<file path="src/rtl/ram_stream_reader_pkg.sv">
// Shared types and constants for the RAM-to-stream reader.
// Holds the FSM state encoding and the skid-buffer depth.
package ram_stream_reader_pkg;

    typedef enum logic [1:0] {
        ST_IDLE  = 2'd0,
        ST_RUN   = 2'd1,
        ST_DRAIN = 2'd2
    } state_e;

    localparam int FifoDepth = 2;
    localparam int FifoPtrW  = (FifoDepth > 1) ? $clog2(FifoDepth) : 1;
    localparam int FifoCntW  = $clog2(FifoDepth + 1);

    // Pointer increment that wraps at FifoDepth, so non-power-of-two depths also work.
    function automatic logic [FifoPtrW-1:0] ptr_inc(input logic [FifoPtrW-1:0] p);
        if (p == FifoPtrW'(FifoDepth - 1)) begin
            return '0;
        end
        return p + FifoPtrW'(1);
    endfunction

endpackage

</file>
<file path="src/rtl/ram_stream_reader_if.sv">
// RAM port and downstream stream bundle of the RAM-to-stream reader.
// master = the reader; slave = RAM model plus stream consumer.
interface ram_stream_reader_if #(
    parameter int Width = 32
);
    // RAM port: rdata_i is valid exactly one cycle after req_o.
    // Stream: a beat moves when m_valid_o and m_ready_i are both high; m_data_o
    // holds steady while m_valid_o is high and m_ready_i is low.
    logic                 req_o;
    logic                 write_o;
    logic [31:0]          addr_o;
    logic [Width-1:0]     wdata_o;
    logic [Width/8-1:0]   wmask_o;
    logic [Width-1:0]     rdata_i;
    logic                 m_valid_o;
    logic [Width-1:0]     m_data_o;
    logic                 m_ready_i;

    modport master (
        output req_o, write_o, addr_o, wdata_o, wmask_o, m_valid_o, m_data_o,
        input  rdata_i, m_ready_i
    );

    modport slave (
        input  req_o, write_o, addr_o, wdata_o, wmask_o, m_valid_o, m_data_o,
        output rdata_i, m_ready_i
    );

endinterface

</file>
<file path="src/rtl/ram_stream_reader_fifo.sv">
// Small FIFO buffering RAM read data ahead of the output stream.
// Head word is presented combinationally; push and pop may coincide.
module ram_stream_reader_fifo
    import ram_stream_reader_pkg::*;
#(
    parameter int Width = 32
) (
    input  logic                clk_i,
    input  logic                rst_ni,
    input  logic                push_i,
    input  logic [Width-1:0]    data_i,
    input  logic                pop_i,
    output logic [Width-1:0]    data_o,
    output logic                full_o,
    output logic                empty_o,
    output logic [FifoCntW-1:0] count_o
);

    logic [Width-1:0]    mem_q [FifoDepth];
    logic [FifoPtrW-1:0] wr_ptr_q;
    logic [FifoPtrW-1:0] rd_ptr_q;
    logic [FifoCntW-1:0] count_q;
    logic [FifoCntW-1:0] count_d;
    logic                do_push;
    logic                do_pop;

    assign empty_o = (count_q == '0);
    assign full_o  = (count_q == FifoCntW'(FifoDepth));
    assign count_o = count_q;
    assign data_o  = mem_q[rd_ptr_q];

    // A push into a full buffer is only legal when the head leaves in the same cycle.
    assign do_pop  = pop_i && !empty_o;
    assign do_push = push_i && (!full_o || do_pop);

    always_comb begin
        count_d = count_q + FifoCntW'(do_push) - FifoCntW'(do_pop);
    end

    always_ff @(posedge clk_i or negedge rst_ni) begin
        if (!rst_ni) begin
            for (int i = 0; i < FifoDepth; i++) begin
                mem_q[i] <= '0;
            end
            wr_ptr_q <= '0;
            rd_ptr_q <= '0;
            count_q  <= '0;
        end else begin
            if (do_push) begin
                mem_q[wr_ptr_q] <= data_i;
                wr_ptr_q        <= ptr_inc(wr_ptr_q);
            end
            if (do_pop) begin
                rd_ptr_q <= ptr_inc(rd_ptr_q);
            end
            count_q <= count_d;
        end
    end

endmodule

</file>
<file path="src/rtl/ram_stream_reader.sv">
// Reads len_i consecutive RAM words from base_addr_i and streams them out in order.
// Optional XOR checksum output csum_o when RAM_STREAM_READER_CSUM_EN is defined.
module ram_stream_reader
    import ram_stream_reader_pkg::*;
#(
    parameter int Width = 32,
    parameter int LenW  = 16
) (
    input  logic                clk_i,
    input  logic                rst_ni,
    input  logic                start_i,
    input  logic [31:0]         base_addr_i,
    input  logic [LenW-1:0]     len_i,
    output logic                busy_o,
    output logic                done_o,
`ifdef RAM_STREAM_READER_CSUM_EN
    output logic [Width-1:0]    csum_o,
`endif
    output state_e              dbg_state_o,
    ram_stream_reader_if.master bus
);

    state_e              state_q, state_d;
    logic [31:0]         addr_q, addr_d;
    logic [LenW-1:0]     cnt_q, cnt_d;
    logic                inflight_q;
    logic                zero_done_q, zero_done_d;
    logic                req;
    logic                done_drain;
    logic                beat;
    logic                credit_ok;
    logic                fifo_empty;
    logic                fifo_full;
    logic [FifoCntW-1:0] fifo_count;
    logic [FifoCntW:0]   load;
    logic [Width-1:0]    fifo_data;

    assign beat = !fifo_empty && bus.m_ready_i;

    // Occupancy is counted after this cycle's pop, so a drained slot can be
    // refilled immediately and a ready consumer sees one beat per cycle.
    assign load      = {1'b0, fifo_count} + (FifoCntW + 1)'(inflight_q) - (FifoCntW + 1)'(beat);
    assign credit_ok = (load < (FifoCntW + 1)'(FifoDepth)) && !(fifo_full && !beat);

    always_comb begin
        state_d     = state_q;
        addr_d      = addr_q;
        cnt_d       = cnt_q;
        zero_done_d = 1'b0;
        req         = 1'b0;
        done_drain  = 1'b0;
        unique case (state_q)
            ST_IDLE: begin
                if (start_i) begin
                    if (len_i == '0) begin
                        zero_done_d = 1'b1;
                    end else begin
                        state_d = ST_RUN;
                        addr_d  = base_addr_i;
                        cnt_d   = len_i;
                    end
                end
            end
            ST_RUN: begin
                if (credit_ok) begin
                    req    = 1'b1;
                    addr_d = addr_q + 32'd1;
                    cnt_d  = cnt_q - LenW'(1);
                    if (cnt_q == LenW'(1)) begin
                        state_d = ST_DRAIN;
                    end
                end
            end
            ST_DRAIN: begin
                if (fifo_empty && !inflight_q) begin
                    done_drain = 1'b1;
                    state_d    = ST_IDLE;
                end
            end
            default: begin
                state_d = ST_IDLE;
            end
        endcase
    end

    always_ff @(posedge clk_i or negedge rst_ni) begin
        if (!rst_ni) begin
            state_q     <= ST_IDLE;
            addr_q      <= '0;
            cnt_q       <= '0;
            inflight_q  <= 1'b0;
            zero_done_q <= 1'b0;
        end else begin
            state_q     <= state_d;
            addr_q      <= addr_d;
            cnt_q       <= cnt_d;
            inflight_q  <= req;
            zero_done_q <= zero_done_d;
        end
    end

    ram_stream_reader_fifo #(
        .Width (Width)
    ) u_fifo (
        .clk_i   (clk_i),
        .rst_ni  (rst_ni),
        .push_i  (inflight_q),
        .data_i  (bus.rdata_i),
        .pop_i   (beat),
        .data_o  (fifo_data),
        .full_o  (fifo_full),
        .empty_o (fifo_empty),
        .count_o (fifo_count)
    );

`ifdef RAM_STREAM_READER_CSUM_EN
    logic             start_acc;
    logic [Width-1:0] csum_q, csum_d;

    assign start_acc = (state_q == ST_IDLE) && start_i;

    always_comb begin
        csum_d = csum_q;
        if (start_acc) begin
            csum_d = '0;
        end else if (beat) begin
            csum_d = csum_q ^ fifo_data;
        end
    end

    always_ff @(posedge clk_i or negedge rst_ni) begin
        if (!rst_ni) begin
            csum_q <= '0;
        end else begin
            csum_q <= csum_d;
        end
    end

    assign csum_o = csum_q;
`endif

    assign bus.req_o     = req;
    assign bus.write_o   = 1'b0;
    assign bus.addr_o    = addr_q;
    assign bus.wdata_o   = '0;
    assign bus.wmask_o   = '0;
    assign bus.m_valid_o = !fifo_empty;
    assign bus.m_data_o  = fifo_data;

    assign busy_o      = (state_q != ST_IDLE);
    assign done_o      = done_drain || zero_done_q;
    assign dbg_state_o = state_q;

endmodule

</file>
<file path="src/flat_wrapper.sv">
// flat-port wrapper written by rule: the top's interface ports become plain ports
module ram_stream_reader_flat import ram_stream_reader_pkg::*;
#(
    parameter int Width = 32,
    parameter int LenW  = 16
)
  (clk_i, rst_ni, start_i, base_addr_i, len_i, busy_o, done_o, dbg_state_o, bus_req_o, bus_write_o, bus_addr_o, bus_wdata_o, bus_wmask_o, bus_m_valid_o, bus_m_data_o, bus_rdata_i, bus_m_ready_i);
  ram_stream_reader_if #(.Width(Width)) bus_i ();
  input  logic clk_i;
  input  logic rst_ni;
  input  logic start_i;
  input  logic [31:0] base_addr_i;
  input  logic [LenW-1:0] len_i;
  output logic busy_o;
  output logic done_o;
  output state_e dbg_state_o;
  output wire logic [$bits(bus_i.req_o)-1:0] bus_req_o;
  output wire logic [$bits(bus_i.write_o)-1:0] bus_write_o;
  output wire logic [$bits(bus_i.addr_o)-1:0] bus_addr_o;
  output wire logic [$bits(bus_i.wdata_o)-1:0] bus_wdata_o;
  output wire logic [$bits(bus_i.wmask_o)-1:0] bus_wmask_o;
  output wire logic [$bits(bus_i.m_valid_o)-1:0] bus_m_valid_o;
  output wire logic [$bits(bus_i.m_data_o)-1:0] bus_m_data_o;
  input wire logic [$bits(bus_i.rdata_i)-1:0] bus_rdata_i;
  input wire logic [$bits(bus_i.m_ready_i)-1:0] bus_m_ready_i;
  assign bus_req_o = bus_i.req_o;
  assign bus_write_o = bus_i.write_o;
  assign bus_addr_o = bus_i.addr_o;
  assign bus_wdata_o = bus_i.wdata_o;
  assign bus_wmask_o = bus_i.wmask_o;
  assign bus_m_valid_o = bus_i.m_valid_o;
  assign bus_m_data_o = bus_i.m_data_o;
  assign bus_i.rdata_i = bus_rdata_i;
  assign bus_i.m_ready_i = bus_m_ready_i;
  ram_stream_reader #(.Width(Width), .LenW(LenW)) u_core (.clk_i(clk_i), .rst_ni(rst_ni), .start_i(start_i), .base_addr_i(base_addr_i), .len_i(len_i), .busy_o(busy_o), .done_o(done_o), .dbg_state_o(dbg_state_o), .bus(bus_i));
endmodule
</file>
<file path="config.mk">
export PLATFORM = sky130hd
export DESIGN_NAME = ram_stream_reader_flat
export DESIGN_NICKNAME = d
export VERILOG_FILES = /design/src/rtl/ram_stream_reader_pkg.sv /design/src/rtl/ram_stream_reader_if.sv /design/src/rtl/ram_stream_reader_fifo.sv /design/src/rtl/ram_stream_reader.sv /design/src/flat_wrapper.sv
export SDC_FILE = /design/constraint.sdc
export NUM_CORES = 1
export LEC_CHECK = 0
export CAP_MARGIN = 5
export CORE_ASPECT_RATIO = 0.8
export CORE_MARGIN = 10
export CORE_UTILIZATION = 35
export DETAILED_ROUTE_END_ITERATION = 8
export GPL_TIMING_DRIVEN = 1
export SLEW_MARGIN = 0
export SYNTH_ARGS = -nofsm -noshare
export SYNTH_HDL_FRONTEND = slang
export SYNTH_SLANG_ARGS = --single-unit
</file>
<file path="constraint.sdc">
create_clock -name clk_i -period 2.9 [get_ports clk_i]
set_input_delay 0.725 -clock clk_i [delete_from_list [all_inputs] [get_ports clk_i]]
set_output_delay 0.725 -clock clk_i [all_outputs]
set_load 0.1 [all_outputs]
</file>
==> run metrics <==
status=finished with violations; failing checks=negative setup slack; Post-synth top cells=120 x dfrtp_1, 96 x mux2_2, 59 x a21oi_1, 45 x nand2_1, 40 x buf_4; Congestion Overflow GR=0; r2r startpoint=u_core.u_fifo.count_o[1]$_DFF_PN0_; worst setup margin=-302.0 ps; RSZ-0062 raised after global routing=yes; Routed Antenna Nets=0; Cell Count, Final, Fillers Out=about 1100; Routed WL=20670 µm; number of synthesized flops with an enable pin=0; gr usage total=0.1563; GPL Wtd Cong=between 0.8 and 0.9; r2r setup slk=80 ps; Area Overhead vs Synth=41.85%; Post-Place Cells=just over 1000; DP Area=about 9000 µm²; Syn Area/Cell=roughly 11 µm²; #FFs+latches synth=120; Synth Cell Area=between 6000 and 7000 µm²; Max-Cap Viols=0; vias per cell=roughly 5.3; Cells after Synth=approximately 640; Slew Limit Fails=0; WHS=roughly 350 ps; starting density of the core=0.3543; synth warn=0; die span in y=143.8 µm; ys flop type=dfrtp_1; WP data required=roughly 2200 ps; HPWL after detailed placement=~15000 µm; first-pass GRT wire length=31580 µm; skew final=roughly 9.6 ps; worst skew pair latency=roughly 420 ps; CTS Root Cell=clkbuf_16; startpoint types=register; post-synthesis cell type count=just over 60; layout cells sized above 1=0.3172; Port Buffers=153; min Tclk post-route=3202 ps; R2R depth=12; NumNets Final=885; Area contributors post-synth=dfrtp_1 45%, mux2_2 16%, buf_4 4.5%, a21oi_1 4.4%, nand2_1 2.5%; asr flop ratio synth=1.000; design area=roughly 9500 µm²; die footprint=25120 µm²; Crit path arrival time=~2500 ps; DR DRC count=0; row count=between 40 and 50; drt first pass iters=5; crit share post-route=1.104; Yosys top cell by area=dfrtp_1; initial antenna violation count=2; CTS Hold Buffers Added=0; crit path max-delay cell type=dfrtp_2; # IOs=191; kind of cell adding the most delay to the critical path=simple AND/OR/NAND/NOR gates; RR Endpoint=u_core.bus.addr_o[4]$_DFFE_PN0P_; vias in the first global route=5791; register area share after synthesis=0.4480; Max stage delay on crit path=slightly below 400 ps; Slew @ Worst Pin=slightly above 700 ps; cell breakdown of the critical path=or2_4, and2_4, ha_4, nand2b_4, fa_2, o211ai_1, o21ai_1, and3_4, buf_12; # setup viols final=1; relative slew slack=0.5303; Peak Freq=312.3 MHz; post-synth top area share=0.4480; Vias=5644; CP Capture Type=output port; worst-path fanout max=3; pin count of the biggest net entering global routing=just over 50; HP Class=input pin to asynchronous set/reset pin; crit path buf inv count=1; CTS buffer count=17; Initial DRC Count=around 360; core region area=between 15000 and 20000 µm²; critical path type=register to output port; Die Width=between 150 and 200 µm; Sink Count=120; Max clock buf depth=2; CTS tree=yes; wire per inst=a little under 20 µm; final hold viol count=0; Clock Pin Slew Worst Setup and Hold Paths=approximately 60 ps; most common cell in the netlist=dfrtp_1; Util after Layout=0.5026; CTS H-tree depth=4
## kinds of logic after synthesis
kind of cell | synth area share
compound gates | 0.1516
xor+xnor | 0.005228
fa+ha+maj | 0.01419
buf+inv | 0.07560
flops | 0.4480
mux | 0.1643
other cells | 0.0005595
simple gates | 0.1406
## registers in the layout, summed over array words and instances, names as in the netlist
signal	flops
u_core.zero_done_q	1
u_core.u_fifo.count_o	2
u_core.bus.addr_o	32
u_core.u_fifo.mem_q	64
u_core.u_fifo.wr_ptr_q	1
u_core.inflight_q	1
u_core.cnt_q	16
u_core.dbg_state_o	2
u_core.u_fifo.rd_ptr_q	1
## layout make-up
cell class	count	area, µm²
fillers	1713	9410
multi-input cells	470	3402
flip-flops and latches	120	3005
repair buffers	179	2172
clock buffers	17	425.4
well taps	258	322.8
clock inverters	15	152.6
inverters	6	22.52
diodes	2	5.005
## worst max path at each step
| stage | from | to | depth (start not counted) |
|---|---|---|---|
| after floorplan | u_core.u_fifo.count_o[0]$_DFF_PN0_ | bus_req_o | 6 |
| after global placement | bus_m_ready_i | bus_req_o | 9 |
| after detailed placement | bus_m_ready_i | bus_req_o | 9 |
| after CTS | u_core.u_fifo.count_o[1]$_DFF_PN0_ | bus_req_o | 7 |
| after global routing | u_core.u_fifo.count_o[1]$_DFF_PN0_ | bus_req_o | 9 |
| final | u_core.u_fifo.count_o[1]$_DFF_PN0_ | bus_req_o | 9 |
## layer usage
metal	vias up	track usage	part of all wire
met5	-	0	0
met4	0	0.05387	0.014
met3	15	0.04483	0.069
met2	237	0.2612	0.50
met1	2793	0.1897	0.42
li1	2599	-	-
## through the flow
step / setup WS (ps) / TNS [ps]
6_report: -302.0 / -302.0
5_1_grt: -413.4 / -761.1
4_1_cts: -310.0 / -310.0
3_5_place_dp: -459.7 / -18960
3_3_place_gp: -430.4 / -16310
2_1_floorplan: -89.03 / -89.03
## cells in the final DEF (no fill, tap or decap), types with 6 or more instances in the layout
cell	netlist	routed
nand4_1	12	12
inv_1	6	6
and3_1	9	8
buf_4	40	48
a2bb2oi_1	14	14
mux2_2	96	96
dfrtp_1	120	118
a21oi_1	59	59
nand3_1	31	30
o22a_1	6	6
o22ai_1	18	18
nand2_1	45	45
nor2_1	24	22
conb_1	1	37
o21ai_0	29	23
o21ai_1	1	7
buf_12	0	44
clkdlybuf4s50_1	0	81
and4_1	6	6
clkbuf_16	0	21
## timing repair
item                                    CTS  global route
endpoints found under the setup margin    3            12
resized for setup                         1            10
pin swaps                                 4             2
cloned                                    0             4
buffers inserted                          2             3
Power is not shown: default switching activity piles up to over one toggle a cycle in this logic, so the estimate is an artifact.
